## config.mk

```make
export PLATFORM = sky130hd
export DESIGN_NAME = comp2
export DESIGN_NICKNAME = d
export VERILOG_FILES = /design/src/rtl/comp2_pkg.sv /design/src/rtl/comp2_cell.sv /design/src/rtl/comp2.sv
export SDC_FILE = /design/constraint.sdc
export NUM_CORES = 1
export LEC_CHECK = 0
export BUFFER_PORTS_ARGS = -buffer_cell sky130_fd_sc_hd__buf_2
export CAP_MARGIN = 20
export CORE_AREA = 3 3 40 42
export CTS_CLUSTER_DIAMETER = 120
export DETAILED_ROUTE_END_ITERATION = 10
export DIE_AREA = 0 0 43 45
export PLACE_DENSITY = 0.48
export SLEW_MARGIN = 10
export SYNTH_ARGS = -nofsm -noshare
export SYNTH_HDL_FRONTEND = slang
export SYNTH_SLANG_ARGS = --single-unit
```

## constraint.sdc

```tcl
create_clock -name clk -period 1.15 [get_ports clk]
set_clock_uncertainty 0.05 [all_clocks]
set_input_delay 0 -clock clk [delete_from_list [all_inputs] [get_ports clk]]
set_output_delay 0 -clock clk [all_outputs]
set_load 0.02 [all_outputs]
```

## src/rtl/comp2_pkg.sv

```systemverilog
// Shared types and constants for the comp2 registered comparator.
package comp2_pkg;

  // One-hot compare result, bit order {G, L, E}.
  typedef logic [2:0] cmp_res_t;

  localparam cmp_res_t RES_G = 3'b100;
  localparam cmp_res_t RES_L = 3'b010;
  localparam cmp_res_t RES_E = 3'b001;

  localparam int CNT_MAX_DEFAULT = 255;

endpackage

```

## src/rtl/comp2_cell.sv

```systemverilog
// comp2_cell: combinational WIDTH-bit magnitude compare, unsigned or two's complement.
// Latency: 0 cycles (pure combinational).
// Backpressure: none.
module comp2_cell
  import comp2_pkg::*;
#(
  parameter int WIDTH = 2
) (
  input  logic [WIDTH-1:0] a,
  input  logic [WIDTH-1:0] b,
  input  logic             signed_mode,
  output cmp_res_t         res
);

  logic [WIDTH-1:0] sign_flip;
  logic [WIDTH-1:0] a_key;
  logic [WIDTH-1:0] b_key;

  // Inverting the sign bit maps two's-complement order onto unsigned order,
  // so a single unsigned comparator serves both modes and equality is unaffected.
  assign sign_flip = WIDTH'(signed_mode) << (WIDTH - 1);
  assign a_key     = a ^ sign_flip;
  assign b_key     = b ^ sign_flip;

  always_comb begin
    res = RES_E;
    if (a_key > b_key) begin
      res = RES_G;
    end else if (a_key < b_key) begin
      res = RES_L;
    end
  end

endmodule

```

## src/rtl/comp2.sv

```systemverilog
// comp2: registered one-hot compare (g/l/e) of a and b, optional saturating counters under COMP2_STATS_EN.
// Latency: 1 cycle from in_valid to out_valid; g/l/e hold their last result while idle.
// Backpressure: none, accepts one operand pair every cycle.
module comp2
  import comp2_pkg::*;
#(
  parameter int WIDTH = 2,
  parameter int CNT_W = $clog2(CNT_MAX_DEFAULT + 1)
) (
  input  logic             clk,
  input  logic             rst_n,
  input  logic             in_valid,
  input  logic             signed_mode,
  input  logic [WIDTH-1:0] a,
  input  logic [WIDTH-1:0] b,
  output logic             out_valid,
  output logic             g,
  output logic             l,
  output logic             e
`ifdef COMP2_STATS_EN
  ,
  output logic [CNT_W-1:0] cnt_g,
  output logic [CNT_W-1:0] cnt_l,
  output logic [CNT_W-1:0] cnt_e
`endif
);

  if (WIDTH < 1 || WIDTH > 32) begin : g_bad_width
    $error("comp2: WIDTH must be in 1..32");
  end
  if (CNT_W < 1) begin : g_bad_cnt_w
    $error("comp2: CNT_W must be at least 1");
  end

  cmp_res_t cell_res;
  cmp_res_t res_q;
  logic     vld_q;

  comp2_cell #(
    .WIDTH (WIDTH)
  ) u_cell (
    .a           (a),
    .b           (b),
    .signed_mode (signed_mode),
    .res         (cell_res)
  );

  // Result only loads on a valid cycle so idle cycles keep the last compare visible.
  always_ff @(posedge clk or negedge rst_n) begin
    if (!rst_n) begin
      res_q <= '0;
      vld_q <= 1'b0;
    end else begin
      vld_q <= in_valid;
      if (in_valid) begin
        res_q <= cell_res;
      end
    end
  end

  assign out_valid = vld_q;
  assign g         = res_q[2];
  assign l         = res_q[1];
  assign e         = res_q[0];

`ifdef COMP2_STATS_EN
  logic [CNT_W-1:0] cnt_g_q;
  logic [CNT_W-1:0] cnt_l_q;
  logic [CNT_W-1:0] cnt_e_q;

  // Counters stick at all-ones rather than wrapping.
  always_ff @(posedge clk or negedge rst_n) begin
    if (!rst_n) begin
      cnt_g_q <= '0;
      cnt_l_q <= '0;
      cnt_e_q <= '0;
    end else if (in_valid) begin
      if (cell_res == RES_G && cnt_g_q != '1) begin
        cnt_g_q <= cnt_g_q + CNT_W'(1);
      end
      if (cell_res == RES_L && cnt_l_q != '1) begin
        cnt_l_q <= cnt_l_q + CNT_W'(1);
      end
      if (cell_res == RES_E && cnt_e_q != '1) begin
        cnt_e_q <= cnt_e_q + CNT_W'(1);
      end
    end
  end

  assign cnt_g = cnt_g_q;
  assign cnt_l = cnt_l_q;
  assign cnt_e = cnt_e_q;
`endif

endmodule

```

==> run metrics, run 1 <==
core area=1280 sq um; reg2reg start=res_q[1]$_DFFE_PN0P_; critical path class=primary input to register; DR DRC count=0; yosys warns=0; layout cells sized above 1=45.7%; chip width=43 um; Slew HR=89.0%; crit path launch type=primary input; Hold-fix buffers, CTS=2; Post-synth ARST share=100%; R2R depth=1; largest cells by area after synthesis=dfrtp_1 48%, ha_1 12%, inv_1 7.2%; Max clock buf depth=2; Fin. Hold Viols=0; Max VDD drop=0.294 mV; CTS Sinks=4; clock root buffer=clkbuf_4; EDFF count, synth=0; fillers=139; syn_nets=29; final setup violation count=0; #FFs+latches synth=4; post-cts sizing count=0; Layout Area Growth over Synthesis=55.7%; Vias=180; Clock transition at path regs=0.04 ns; DRT iter0 DRCs=0; Data arrival, critical path=0.98 ns; htree depth=1; CP max-delay cell=dlygate4sd3_1; GPL Wtd Cong=0.676; setup repair bufs after CTS=0; routed wire length=424 um; Final nets=47; Cell variety after synth=11; die span in y=45 um; Starting Density=16.3%; sequential share of the synthesized area=47.9%; drt pass-1 iters=1; top_reg_cell synth=dfrtp_1; Final min period=0.927 ns; pwr/cell area=1500 nW/um^2; IO buf count=11; Final Util=25.3%; delay-heaviest family, CP=buffers and inverters; Mean Syn Cell Area=11.0 sq um; CTS tree=built; Inserted Clock Buffers=3; status=complete, no violations; Design Power=0.000489 W; initial antenna violation count=0; synthesized area=209 sq um; RSZ-0062 raised after global routing=no; Worst Tran Pin Value=0.165 ns; Clk Latency, worst-skew pair=0.23 ns; post-route ant nets=0; CP required=1.21 ns; fmax=1.08 GHz; Crit Reg-Reg Endpoint=res_q[1]$_DFFE_PN0P_; CP endpoint kind=register; Critical path buffers and inverters=2; full die area=1940 sq um; num rows=13; leak pwr=0.171 nW; max_cap viols=0; n_diodes=0; vias in the first global route=193; Cells after Synth=19; crit-path max cell delay=0.53 ns; setup tns final=0 ns; Total GRT Usage=5.76%; r2r setup slk=0.34 ns; Final period util=80.6%; Synth area leader=dfrtp_1; maximum fanout along the worst path=6; max-slew violations=0; Commonest cells post-synth=4 x dfrtp_1, 4 x inv_1, 2 x ha_1, 2 x nand2_1; largest net degree at the start of global routing=7; WL per Instance=8.48 um; Hold Path Class=primary input to async pin; first-pass GRT wire length=759 um; Top Ports=12; DR vias/cell=3.60; Yosys top cell area share=47.9%; sequence of cells on the critical path=dlygate4sd3_1 -> buf_2 -> mux2_4; grt ovf=0
## state kept, by name, summed over array words and instances (netlist names)
signal and cells:
res_q 3, out_valid 1
## layout by cell type, fill, tap and decap left out
cell type	n
dfrtp_1	4
xor2_1	1
buf_2	11
inv_1	4
nand2_1	2
dlygate4sd3_1	2
o22ai_1	1
a21oi_2	1
o21ai_0	1
ha_1	2
xnor2_1	1
clkbuf_4	3
mux2_4	1
o2111ai_1	1
## where the power goes
group	internal [W]	switching, W
clock	0.000116	0.0000536
sequential	0.000165	0.0000108
combinational	0.0000647	0.0000789
total	0.000346	0.000143
## stage by stage
| stage | worst slack [ns] | hold slack (ns) | cells | area [sq um] |
|---|---|---|---|---|
| 3_5_place_dp | 0.0487 | -0.243 | 45 | 283 |
| 5_1_grt | 0.201 | 0.0696 | 50 | 325 |
| 4_1_cts | 0.221 | 0.0488 | 50 | 325 |
| 6_report | 0.223 | 0.0488 | 50 | 325 |
| 2_1_floorplan | 0.218 | -0.346 | 19 | 209 |
| 3_3_place_gp | 0.0557 | -0.241 | 45 | 283 |
## cell type report
| type | instances | area (sq um) | share of cell area (%) |
|---|---|---|---|
| Sequential cell | 4 | 100 | 30.8 |
| Multi-Input combinational cell | 11 | 93.8 | 28.8 |
| Inverter | 4 | 15.0 | 4.62 |
| Tap cell | 15 | 18.8 | 5.77 |
| Clock buffer | 3 | 22.5 | 6.92 |
| Timing Repair Buffer | 13 | 75.1 | 23.1 |
## per-layer routing
metal	vias up	GRT usage, %	routed length [um]
met3	0	5.18	67
met1	70	6.57	199
met2	14	6.89	158
li1	96	-	-
met4	0	3.61	0
met5	-	0	0
## kinds of logic after synthesis
group                    count (synthesis)  synth area share (%)
AO/OA/AOI/OAI                            4                  13.8
buffers and inverters                    4                  7.18
flip-flops                               4                  47.9
XOR/XNOR                                 2                  8.38
adder cells (fa/ha/maj)                  2                  12.0
AND/OR/NAND/NOR                          2                  3.59
multiplexers                             1                  7.18
## worst max path at each step
stage | cells after the start | from | slack, ns | to
floorplan | 4 | signed_mode | 0.22 | res_q[1]$_DFFE_PN0P_
global placement | 5 | signed_mode | 0.06 | res_q[1]$_DFFE_PN0P_
detailed placement | 5 | signed_mode | 0.05 | res_q[1]$_DFFE_PN0P_
CTS | 3 | in_valid | 0.22 | res_q[1]$_DFFE_PN0P_
global route | 3 | in_valid | 0.20 | res_q[1]$_DFFE_PN0P_
finish | 3 | in_valid | 0.22 | res_q[1]$_DFFE_PN0P_
Power figures use the tool's default switching activity.
==> run 2, diff against run 1 <==
- ABC_AREA: unset -> 1
- clock period: 1.15 -> 1 ns (I/O delays scaled with it)
==> run 2 against run 1 <==
Sequential power grew 13%. Combinational power grew 4%. Synthesized area grew 2.4%. Power grew 9.9%. Wire length grew 0.94%. Cell count grew 14%. Global-route usage grew 0.50 points. Critical path depth grew 3. Core utilization grew 0.39 points.
==> run metrics, run 2 <==
critical path class=primary input to register; finished layout cell area=330 sq um (+1.5%); largest net degree at the start of global routing=6 (-1); most prevalent standard cell on the critical path=nand2_1; Clock transition at path regs=0.04 ns (about the same); fmax=1.20 GHz; Starting Density=16.7% (+0.39 points); IO buf count=11 (unchanged); Clk Latency, worst-skew pair=0.23 ns (about the same); CTS tree=built; RSZ-0062 raised after global routing=no; yosys warns=0 (unchanged); Data arrival, critical path=0.90 ns (-0.08 ns); top_reg_cell synth=dfrtp_1; status=complete, no violations; Inserted Clock Buffers=3 (unchanged); WL per Instance=7.51 um (-11%); syn_nets=36 (+24%); delay-heaviest family, CP=buffers and inverters; initial antenna violation count=0 (unchanged); htree depth=1 (unchanged); core area=1280 sq um (unchanged); final setup violation count=0 (unchanged); routed wire length=428 um (+0.94%); Slew HR=91.8% (+2.8 points); most common cell in the netlist=nand2_1; pwr/cell area=1630 nW/um^2 (+8.2%); placed cell areas=288 sq um (+1.8%); Yosys top cell area share=46.8% (-1.1 points); CP max-delay cell=dlygate4sd3_1; max reg flops=3 (unchanged); Multi-input gate area=97.6 sq um (+4.0%); DR vias/cell=3.54 (-1.6%); #FFs+latches synth=4 (unchanged); die span in y=45 um (unchanged); Fin. Hold Viols=0 (unchanged); Cells after Synth=26 (+7); Critical path buffers and inverters=3 (+1); reg2reg start=res_q[0]$_DFFE_PN0P_; Commonest cells post-synth=11 x nand2_1, 4 x dfrtp_1, 2 x ha_1, 2 x inv_1; full die area=1940 sq um (unchanged); post-cts sizing count=0 (unchanged); drt pass-1 iters=1 (unchanged); Top Ports=12 (unchanged); EDFF count, synth=0 (unchanged); first-pass GRT wire length=786 um (+3.6%); chip width=43 um (unchanged); Sequential cell area=100 sq um (unchanged); layout cells sized above 1=38.1% (-7.6 points); largest cells by area after synthesis=dfrtp_1 47%, nand2_1 19%, ha_1 12%; grt ovf=0 (unchanged); Total GRT Usage=6.27% (+0.50 points); num rows=13 (unchanged); synthesized area=214 sq um (+2.4%); maximum fanout along the worst path=5 (-1); cell depth of the worst setup path=6 (+3); n_diodes=0 (unchanged); CTS Sinks=4 (unchanged); Synth area leader=dfrtp_1; Max clock buf depth=2 (unchanged); leak pwr=0.192 nW (+12%); hpwl dp=353 um; hold slack=0.0659 ns (+0.0171 ns); R2R depth=2 (+1); crit path launch=in_valid; r2r setup slk=0.35 ns (about the same); Post-synth ARST share=100% (unchanged); Final min period=0.833 ns; max-slew violations=0 (unchanged); clock root buffer=clkbuf_4; Layout Area Growth over Synthesis=54.4%; DR DRC count=0 (unchanged); DRT iter0 DRCs=0 (unchanged); vias in the first global route=215 (+11%); fillers=147 (+5.8%); Hold Path Class=primary input to async pin; Cell variety after synth=11 (unchanged); GPL Wtd Cong=0.622 (-7.9%); CP required=1.06 ns (-0.15 ns); Placed Cells=52 (+16%); Max VDD drop=0.879 mV (+200%); sequence of cells on the critical path=dlygate4sd3_1 -> buf_2 -> inv_2 -> a21oi_1 -> nand2_1 -> nand2_1; Top reg by flops=res_q; final non-filler cell total=57 (+14%); max_cap viols=0 (unchanged); post-route ant nets=0 (unchanged); Crit Reg-Reg Endpoint=res_q[0]$_DFFE_PN0P_; Mean Syn Cell Area=8.23 sq um (-25%); CP endpoint kind=register; crit path launch type=primary input; most frequent cells in the layout=11 x nand2_1, 11 x buf_2, 4 x dfrtp_1; Vias=202 (+12%); setup repair bufs after CTS=0 (unchanged); crit-path max cell delay=0.53 ns (about the same); Final period util=83.3%; Final nets=54 (+15%); sequential share of the synthesized area=46.8% (-1.1 points); Setup crit end=res_q[2]$_DFFE_PN0P_; Worst Tran Pin Value=0.123 ns (-0.0420 ns)
==> run 2: routing by layer <==
metal	GRT usage [%]	vias up	routed length [um]
met5	0	-	0
met1	5.60	83	196
met3	7.17	0	42
met2	9.28	6	189
li1	-	113	-
met4	1.81	0	0
==> run 2: final cells by class <==
| cell class | count | share of cell area [%] |
|---|---|---|
| Tap cell | 15 | 5.68 |
| Inverter | 4 | 4.92 |
| Sequential cell | 4 | 30.3 |
| Clock buffer | 3 | 6.82 |
| Multi-Input combinational cell | 18 | 29.5 |
| Timing Repair Buffer | 13 | 22.7 |
==> run 2: kinds of logic (layout without fill, tap and decap cells) <==
group | after synthesis | count (layout) | share of synthesized area, %
buffers and inverters | 4 | 20 | 7.60
DFF | 4 | 4 | 46.8
and+or+nand+nor | 13 | 13 | 23.4
AOI/OAI and AO/OA | 1 | 1 | 2.34
adders and majority gates | 2 | 2 | 11.7
xor gates and xnor gates | 2 | 2 | 8.19
==> run 2: power breakdown <==
group	internal, W	switching (W)	leakage (nW)	total [W]
Combinational	0.0000614	0.0000883	0.129	0.000150
Sequential	0.000186	0.0000104	0.0499	0.000197
Clock	0.000134	0.0000573	0.0138	0.000191
==> run 2: worst min path at each step <==
stage / endpoint / start / cells past startpoint
after global routing: res_q[2]$_DFFE_PN0P_ / rst_n / 2
after CTS: out_valid$_DFF_PN0_ / rst_n / 2
final: res_q[1]$_DFFE_PN0P_ / rst_n / 2
after global placement: out_valid$_DFF_PN0_ / rst_n / 1
after detailed placement: out_valid$_DFF_PN0_ / rst_n / 1
after floorplan: out_valid$_DFF_PN0_ / rst_n / 0
==> run 2: per-stage QoR <==
stage	worst slack, ns	total power [W]	setup TNS, ns	util, %
6_report	0.167	0.000537	0	25.7
3_3_place_gp	-0.0374	0.000345	-0.0608	22.4
2_1_floorplan	0.148	0.000291	0	-
3_5_place_dp	-0.0490	0.000345	-0.0726	22.4
4_1_cts	0.172	0.000554	0	25.7
5_1_grt	0.107	0.000600	0	25.7
==> run 2: repair_timing <==
action,in CTS,in global routing
endpoints found under the hold margin,6,0
hold buffers,2,0
endpoints found under the setup margin,0,0
